File: src/rtl/neural_pkg.sv
// Shared lane geometry, mode encodings and tag/result types for the neural SIMD feed path.
package neural_pkg;
  localparam int SIMD_LANES = 4;
  localparam int PIX_W      = 8;
  localparam int WORD_W     = SIMD_LANES * PIX_W;

  typedef enum logic [1:0] {
    MODE_ADD     = 2'd0,
    MODE_SUB     = 2'd1,
    MODE_ABSDIFF = 2'd2,
    MODE_MAC     = 2'd3
  } mode_e;

  typedef struct packed {
    logic                  valid;
    logic [SIMD_LANES-1:0] keep;
    logic                  last;
  } tag_t;

  typedef struct packed {
    logic [WORD_W-1:0]     data;
    logic [SIMD_LANES-1:0] keep;
    logic                  last;
  } res_t;
endpackage

File: src/rtl/neural_sync_fifo.sv
// Synchronous valid/ready FIFO with occupancy count; DEPTH must be a power of two.
module neural_sync_fifo #(
  parameter int WIDTH = 8,
  parameter int DEPTH = 4
)(
  input  logic                         clk,
  input  logic                         rst,
  input  logic                         push_valid,
  output logic                         push_ready,
  input  logic [WIDTH-1:0]             push_data,
  output logic                         pop_valid,
  input  logic                         pop_ready,
  output logic [WIDTH-1:0]             pop_data,
  output logic [$clog2(DEPTH+1)-1:0]   count
);
  localparam int AW = $clog2(DEPTH);
  localparam int CW = $clog2(DEPTH+1);

  logic [DEPTH-1:0][WIDTH-1:0] mem;
  logic [AW-1:0]               wr_ptr, rd_ptr;
  logic                        do_push, do_pop;

  assign push_ready = (count != CW'(DEPTH));
  assign pop_valid  = (count != '0);
  assign pop_data   = mem[rd_ptr];
  assign do_push    = push_valid & push_ready;
  assign do_pop     = pop_valid & pop_ready;

  // Pointers are exactly AW bits wide, so they wrap mod DEPTH for free.
  always_ff @(posedge clk or posedge rst) begin
    if (rst) begin
      mem    <= '0;
      wr_ptr <= '0;
      rd_ptr <= '0;
      count  <= '0;
    end else begin
      if (do_push) begin
        mem[wr_ptr] <= push_data;
        wr_ptr      <= wr_ptr + AW'(1);
      end
      if (do_pop) rd_ptr <= rd_ptr + AW'(1);
      if (do_push != do_pop) count <= do_push ? count + CW'(1) : count - CW'(1);
    end
  end
endmodule

File: src/rtl/neural_simd_feeder.sv
// Packs byte-serial pixel pairs into 4-lane SIMD words, issues them under FIFO credit and
// realigns results through a tag pipe. Define NEURAL_FEED_STATS_EN for issue/stall counters.
module neural_simd_feeder
  import neural_pkg::*;
#(
  parameter int SIMD_LAT   = 1,
  parameter int FIFO_DEPTH = 4
)(
  input  logic        clk,
  input  logic        rst,
  input  logic [1:0]  cfg_mode,
  input  logic [7:0]  cfg_param,
  input  logic        s_valid,
  output logic        s_ready,
  input  logic [7:0]  s_pix_t,
  input  logic [7:0]  s_pix_t1,
  input  logic        s_last,
  output logic [1:0]  simd_mode,
  output logic [31:0] simd_rs1,
  output logic [31:0] simd_rs2,
  output logic [31:0] simd_param,
  output logic        simd_issue,
  input  logic [31:0] simd_rd,
  output logic        m_valid,
  input  logic        m_ready,
  output logic [31:0] m_data,
  output logic [3:0]  m_keep,
  output logic        m_last
`ifdef NEURAL_FEED_STATS_EN
  ,
  output logic [31:0] stat_words,
  output logic [31:0] stat_stalls
`endif
);
  localparam int FCW = $clog2(FIFO_DEPTH+1);
  localparam int CW  = $clog2(SIMD_LAT + FIFO_DEPTH + 2);

  logic [1:0]                       idx;
  logic [SIMD_LANES-1:0][PIX_W-1:0] hold_t, hold_t1;
  logic [SIMD_LANES-1:0]            hold_keep, iss_keep;
  mode_e                            hold_mode;
  logic [PIX_W-1:0]                 hold_param;
  logic                             hold_last, iss_last, word_complete;
  logic                             accept, issue_now, credit_ok;
  logic [CW-1:0]                    inflight;
  logic [FCW-1:0]                   fifo_count;
  logic                             fifo_push_ready;
  tag_t [SIMD_LAT-1:0]              tag_pipe;
  res_t                             push_res, head;

  assign credit_ok = (inflight + CW'(fifo_count)) < CW'(FIFO_DEPTH);
  assign issue_now = word_complete & credit_ok;
  assign s_ready   = !rst & (!word_complete | issue_now);
  assign accept    = s_valid & s_ready;

  // Issuing clears the holding regs; a same-cycle accept then lands in lane 0 of the next word.
  always_ff @(posedge clk or posedge rst) begin
    if (rst) begin
      idx           <= '0;
      hold_t        <= '0;
      hold_t1       <= '0;
      hold_keep     <= '0;
      hold_mode     <= MODE_ADD;
      hold_param    <= '0;
      hold_last     <= 1'b0;
      word_complete <= 1'b0;
    end else begin
      if (issue_now) begin
        hold_t        <= '0;
        hold_t1       <= '0;
        hold_keep     <= '0;
        hold_last     <= 1'b0;
        word_complete <= 1'b0;
      end
      if (accept) begin
        hold_t[idx]    <= s_pix_t;
        hold_t1[idx]   <= s_pix_t1;
        hold_keep[idx] <= 1'b1;
        if (idx == 2'd0) begin
          hold_mode  <= mode_e'(cfg_mode);
          hold_param <= cfg_param;
        end
        if (idx == 2'd3 || s_last) begin
          word_complete <= 1'b1;
          hold_last     <= s_last;
          idx           <= '0;
        end else begin
          idx <= idx + 2'd1;
        end
      end
    end
  end

  always_ff @(posedge clk or posedge rst) begin
    if (rst) begin
      simd_issue <= 1'b0;
      simd_mode  <= '0;
      simd_rs1   <= '0;
      simd_rs2   <= '0;
      simd_param <= '0;
      iss_keep   <= '0;
      iss_last   <= 1'b0;
    end else begin
      simd_issue <= issue_now;
      if (issue_now) begin
        simd_mode  <= hold_mode;
        simd_rs1   <= hold_t;
        simd_rs2   <= hold_t1;
        simd_param <= {SIMD_LANES{hold_param}};
        iss_keep   <= hold_keep;
        iss_last   <= hold_last;
      end
    end
  end

  // Stage 0 loads one cycle after the issue pulse, so the last stage lines up with simd_rd.
  always_ff @(posedge clk or posedge rst) begin
    if (rst) begin
      tag_pipe <= '0;
    end else begin
      tag_pipe[0] <= '{valid: simd_issue, keep: iss_keep, last: iss_last};
      for (int i = 1; i < SIMD_LAT; i++) tag_pipe[i] <= tag_pipe[i-1];
    end
  end

  always_comb begin
    inflight = CW'(simd_issue);
    for (int i = 0; i < SIMD_LAT; i++) inflight = inflight + CW'(tag_pipe[i].valid);
  end

  assign push_res = '{data: simd_rd, keep: tag_pipe[SIMD_LAT-1].keep, last: tag_pipe[SIMD_LAT-1].last};

  neural_sync_fifo #(.WIDTH($bits(res_t)), .DEPTH(FIFO_DEPTH)) u_res_fifo (
    .clk        (clk),
    .rst        (rst),
    .push_valid (tag_pipe[SIMD_LAT-1].valid),
    .push_ready (fifo_push_ready),
    .push_data  (push_res),
    .pop_valid  (m_valid),
    .pop_ready  (m_ready),
    .pop_data   (head),
    .count      (fifo_count)
  );

  assign m_data = head.data;
  assign m_keep = head.keep;
  assign m_last = head.last;

  a_no_overflow: assert property (@(posedge clk) disable iff (rst)
    tag_pipe[SIMD_LAT-1].valid |-> fifo_push_ready);

`ifdef NEURAL_FEED_STATS_EN
  always_ff @(posedge clk or posedge rst) begin
    if (rst) begin
      stat_words  <= '0;
      stat_stalls <= '0;
    end else begin
      if (issue_now && stat_words != '1) stat_words <= stat_words + 32'd1;
      if (word_complete && !credit_ok && stat_stalls != '1) stat_stalls <= stat_stalls + 32'd1;
    end
  end
`endif
endmodule

File: config.mk
export PLATFORM = sky130hd
export DESIGN_NAME = neural_simd_feeder
export DESIGN_NICKNAME = d
export VERILOG_FILES = /design/src/rtl/neural_pkg.sv /design/src/rtl/neural_sync_fifo.sv /design/src/rtl/neural_simd_feeder.sv
export SDC_FILE = /design/constraint.sdc
export NUM_CORES = 1
export LEC_CHECK = 0
export CAP_MARGIN = 20
export CORE_MARGIN = 10
export CORE_UTILIZATION = 50
export DETAILED_ROUTE_END_ITERATION = 7
export PLACE_DENSITY = 0.75
export SETUP_SLACK_MARGIN = 0.02
export SYNTH_ARGS = -nofsm -noshare
export SYNTH_HDL_FRONTEND = slang
export SYNTH_SLANG_ARGS = --single-unit
File: constraint.sdc
create_clock -name clk -period 18.4 [get_ports clk]
set_input_delay 3.68 -clock clk [delete_from_list [all_inputs] [get_ports clk]]
set_output_delay 3.68 -clock clk [all_outputs]
set_load 0.03 [all_outputs]
# --- After elaboration in Yosys (flattened, before gate mapping) ---
# Cells that the tools add are included.
op_classes:
  add_sub_neg: 7
  n_lt_le_gt_ge: 6
  n_eq_ne: 3
  mux: 25
  n_bitwise: 7
  reduce_logical: 8
op_table:
  columns: ["op", "n"]
  rows:
  - ["bitwise mux 148 bit", 1]
  - ["2-to-1 mux 32 bit", 4]
  - ["binary-select mux 37 bit (select 2 bit)", 1]
  - ["demux 37 bit (select 2 bit)", 1]
  - ["2-to-1 mux 37 bit", 2]
  - ["bitwise mux 32 bit", 2]
  - ["demux 8 bit (select 2 bit)", 1]
  - ["< comparator 2 x 3 -> 1 bit (second input constant)", 3]
  - ["2-to-1 mux 4 bit", 2]
  - ["2-to-1 mux 8 bit", 1]
  - ["2-to-1 mux 1 bit", 7]
  - ["adder 2 x 1 -> 2 bit (second input constant)", 3]
  - ["AND 1 bit", 5]
  - ["greater-or-equal comparator 2 x 1 -> 1 bit (second input constant)", 2]
  - ["OR 4 bit", 1]
  - ["adder 3 x 1 -> 3 bit (second input constant)", 1]
  - ["adder 3 bit", 1]
  - ["< comparator 3 bit (second input constant)", 1]
  - ["2-to-1 mux 3 bit", 1]
  - ["inequality test 3 bit (second input constant)", 1]
  - ["nonzero test 3 bit", 1]
  - ["subtractor 3 x 1 -> 3 bit (second input constant)", 1]
  - ["adder 1 x 1 -> 2 bit", 1]
  - ["demux 1 bit (select 2 bit)", 1]
  - ["9 further kinds", 11]
word_totals:
  register_bits: 347
  output_inout_bits: 138
  word_cells: 87

# --- Longest topological paths before layout ---
depth:
  ltp_word: 8
  mapped_depth: 9
  mapped_depth_nobuf: 8

# --- By module ---
# From an unflattened synthesis, not the netlist that was laid out.
unflattened:
  hier_cells: 982
  hier_area_um2: 13997.2
modules_own_cells:
  columns: ["mod", "instances", "cells_each", "area_per_inst_um2"]
  rows:
  - ["neural_sync_fifo", 1, 410, 7524.7]
  - ["neural_simd_feeder", 1, 572, 6472.5]

# --- Worst setup path before layout ---
# No wires, ideal clock.
synth_path:
  path_type: "input to output"
  startpoint: "input rst"
  endpoint: "output s_ready"
  t_arrival_ns: 4.093
  t_required_ns: 14.720
  setup_slack_ns: 10.627
  path_stages: 1
  n_path_buf: 0
  cell_sequence: "nor2_1"
synth_via:
  elab_chain_len: 2
synth_rtl:
  columns: ["element", "line", "source"]
  rows:
  - ["start, declared", "neural_simd_feeder.sv:10", "input logic rst,"]
  - ["zero test 1 bit (no line)", null, null]
  - ["AND 1 bit", "neural_simd_feeder.sv:53", "assign s_ready = !rst & (!word_complete | issue_now);"]
  - ["end, declared", "neural_simd_feeder.sv:14", "output logic s_ready,"]
# Every way passes these cells.

# --- Final worst setup path ---
# Same ends and word-level chain as after synthesis.

==> summary.txt <==
Status
  • Status: complete, no violations

CTS
  • H-tree Lvls: 2
  • CTS Hold Bufs: 0
  • Setup bufs post-CTS: 0
  • # clock sinks: around 320
  • # resized after CTS: 0
  • Clock transition at path regs: 0.06 ns
  • Root buf cell: clkbuf_16
  • TritonCTS Buffers: 35
  • CTS tree: yes
  • Clock Tree Buf Depth: 3
  • Worst-skew pair later-pin latency: ~0.50 ns

Layout
  • Layout fillers: around 2000
  • Commonest non-fill, non-tap cell in the layout: dfrtp_1
  • Nets: about 1000
  • Multi-input gate area: ~0.0047 mm^2
  • Layout cells sized above 1: 34.7%
  • Register area: 0.00809 mm^2
  • Leading cell types in the layout, fill and taps excluded: 321 x dfrtp_1, 227 x mux2_2, 200 x clkdlybuf4s50_1
  • Synth-to-Final Area Change: 23.8%

Die
  • Core ar.: 0.0261 mm^2
  • Rows: 59
  • Die width: 183 um
  • Initial Util: about half
  • # IOs: about 200
  • DIE AREA: 0.0335 mm^2
  • Die H: 183 um

Setup path
  • Crit-path cells: clkdlybuf4s50_1 > nor2_1 > clkdlybuf4s50_1
  • Worst Path Required: 14.72 ns
  • Worst-path fanout max: 3
  • CP Launch Type: input pin
  • CP arrival: just over 5 ns
  • Worst setup EP type: output pin
  • CP Class: in -> out
  • Critical Path Max Stage Delay: about 0.7 ns
  • Critical path's slowest cell: clkdlybuf4s50_1
  • Most used cell, CP: clkdlybuf4s50_1

GRT
  • Total overflow reported by the global router: 0
  • Global-route wire length before repair: around 46000 um
  • Largest net degree at the start of global routing: approximately 110
  • Vias in the first global route: 8051
  • Initial antenna violation count: 1
  • Tot GR Track Use: ~17%

Timing
  • Measured slew at the worst slew-check pin: 1.04 ns
  • Fin. Hold Viols: 0
  • Clock skew: about 0.016 ns
  • Final period util: a little under half
  • Setup violations, final: 0
  • FMAX: 114 MHz
  • Worst hold margin: about 0.37 ns
  • Tmin final: about 8.7 ns
  • Setup TNS: 0 ns
  • RSZ-0062 raised after global routing: no
  • Max-slew violations: 0
  • Slew HR: between 30% and 40%

Place
  • Dpl hpwl: 18000 um
  • GP Congestion: between 0.7 and 0.8
  • Buffers on Ports: 200

Synthesis
  • Cells after Synth: 794
  • Syn_nets: 868
  • Mapped cell area: 0.0133 mm^2
  • Area contributors post-synth: dfrtp_1 61%, mux2_2 19%, mux4_2 6.3%, a22o_1 4.3%, buf_6 1.4%
  • Count of different cell masters after synthesis: 42
  • Synth top area share: about three fifths
  • Yosys reg bits: around 320
  • Syn_area_per_cell: around 17 um^2
  • Seq/Total Area, Yosys: between 60% and 70%
  • YS warnings: 0
  • Leading area contributor after synthesis: dfrtp_1

Min path
  • Hold/Removal Path Class: reg -> reg

Drt
  • Vias: 7425
  • WL/cell: between 20 and 25 um
  • Routed WL: 28500 um
  • Post-route ant nets: 0
  • Iter 0 DRT Violations: a little over 400
  • Remaining DRCs: 0
  • Vias/cell: roughly 5.6
  • First-pass DRT Iterations: 4

Run
  • # Max-Cap Violations: 0

Power
  • IR drop worst, VDD: between 0.1 and 0.15 mV
  • Total power: around 3500 uW
  • Lkg Pwr: between 0.007 and 0.008 uW
  • Pwr/cell area: 211 mW/mm^2
[stage by stage]
stage                     utilization, %  setup WS (ns)  area [um^2]  cells
after floorplan                        -           5.78        13300    794
after global placement              58.4           9.68        15300   1271
after detailed placement            58.4           9.65        15300   1271
after CTS                           62.9           9.65        16400   1332
after global routing                63.0           9.61        16500   1333
final                               63.0           9.65        16500   1334
[final cells by class]
type	count	share of cell area, %
flip-flops and latches	323	49.1
inverters	7	0.205
repair buffers	208	12.7
multi-input cells	399	28.4
well taps	335	2.55
clock buffers	53	6.28
clock inverters	8	0.738
diodes	1	0.0152
[state kept, by name, indices dropped and copies added, names as in the netlist, 3 cells and up]
| signal | cells |
|---|---|
| u_res_fifo.mem | 148 |
| hold_t | 32 |
| hold_t1 | 32 |
| simd_rs1 | 32 |
| simd_param | 8 |
| iss_keep | 4 |
| push_res | 5 |
| simd_rs2 | 32 |
| hold_param | 8 |
| hold_keep | 4 |
| u_res_fifo.count | 3 |
[worst paths after layout]
kind	from	end	slack, ns	cells after the start
worst max-delay path	rst	s_ready	9.65	3
worst min-delay path	iss_keep[1]	push_res[2]	0.37	0
worst max register to register	tag_pipe[5]	hold_mode[1]	15.49	7
worst min register to register	iss_keep[1]	push_res[2]	0.37	0
max in group asynchronous	rst	u_res_fifo.mem[107]	12.67	5
min in group asynchronous	rst	simd_param[25]	3.78	2
[cells in the mapped netlist]
master / n
inv_2: 1
buf_12: 1
nand2_1: 4
nand3_1: 1
mux2_2: 227
or3_1: 1
nor2_1: 4
a211o_1: 1
dfrtp_1: 323
nor3b_4: 3
mux2i_1: 1
nand2_2: 1
nand2b_1: 1
mux2_1: 9
a21oi_2: 4
a21o_1: 4
nand2_8: 4
o21ai_0: 1
xor2_1: 3
or3b_1: 1
mux2_4: 3
buf_1: 3
inv_1: 6
and3_1: 1
o31ai_1: 1
buf_8: 1
nor3b_2: 1
nor3_1: 1
buf_4: 25
and4_4: 1
mux4_2: 37
a311o_1: 1
fa_1: 1
o21bai_1: 1
clkbuf_1: 4
buf_6: 17
and2_4: 1
xnor2_1: 3
nand4_1: 2
a22o_1: 65
ha_1: 10
buf_2: 14
[critical path, delay by kind of cell]
family / cells / cell delay, ns
buf+inv: 2 / 1.23
simple gates: 1 / 0.16
[kinds of logic after synthesis]
group           synth area share (%)
simple gates                    1.92
mux                             26.7
compound gates                  5.06
flops                           60.8
fa+ha+maj                       1.09
xor+xnor                       0.395
buf+inv                         4.04
[per-layer routing]
layer	wire [um]	global-route usage, %
met4	469	3.97
met2	13700	27.4
met1	12500	22.4
met5	0	0
met3	1880	4.88
[report_power, final]
group | total, uW | switching [uW] | leakage [uW] | internal, uW
logic | 1520 | 758 | 0.00263 | 760
clock network | 701 | 272 | 0.000565 | 429
registers | 1250 | 202 | 0.00404 | 1050
total | 3470 | 1230 | 0.00724 | 2240
Power figures use the tool's default switching activity.
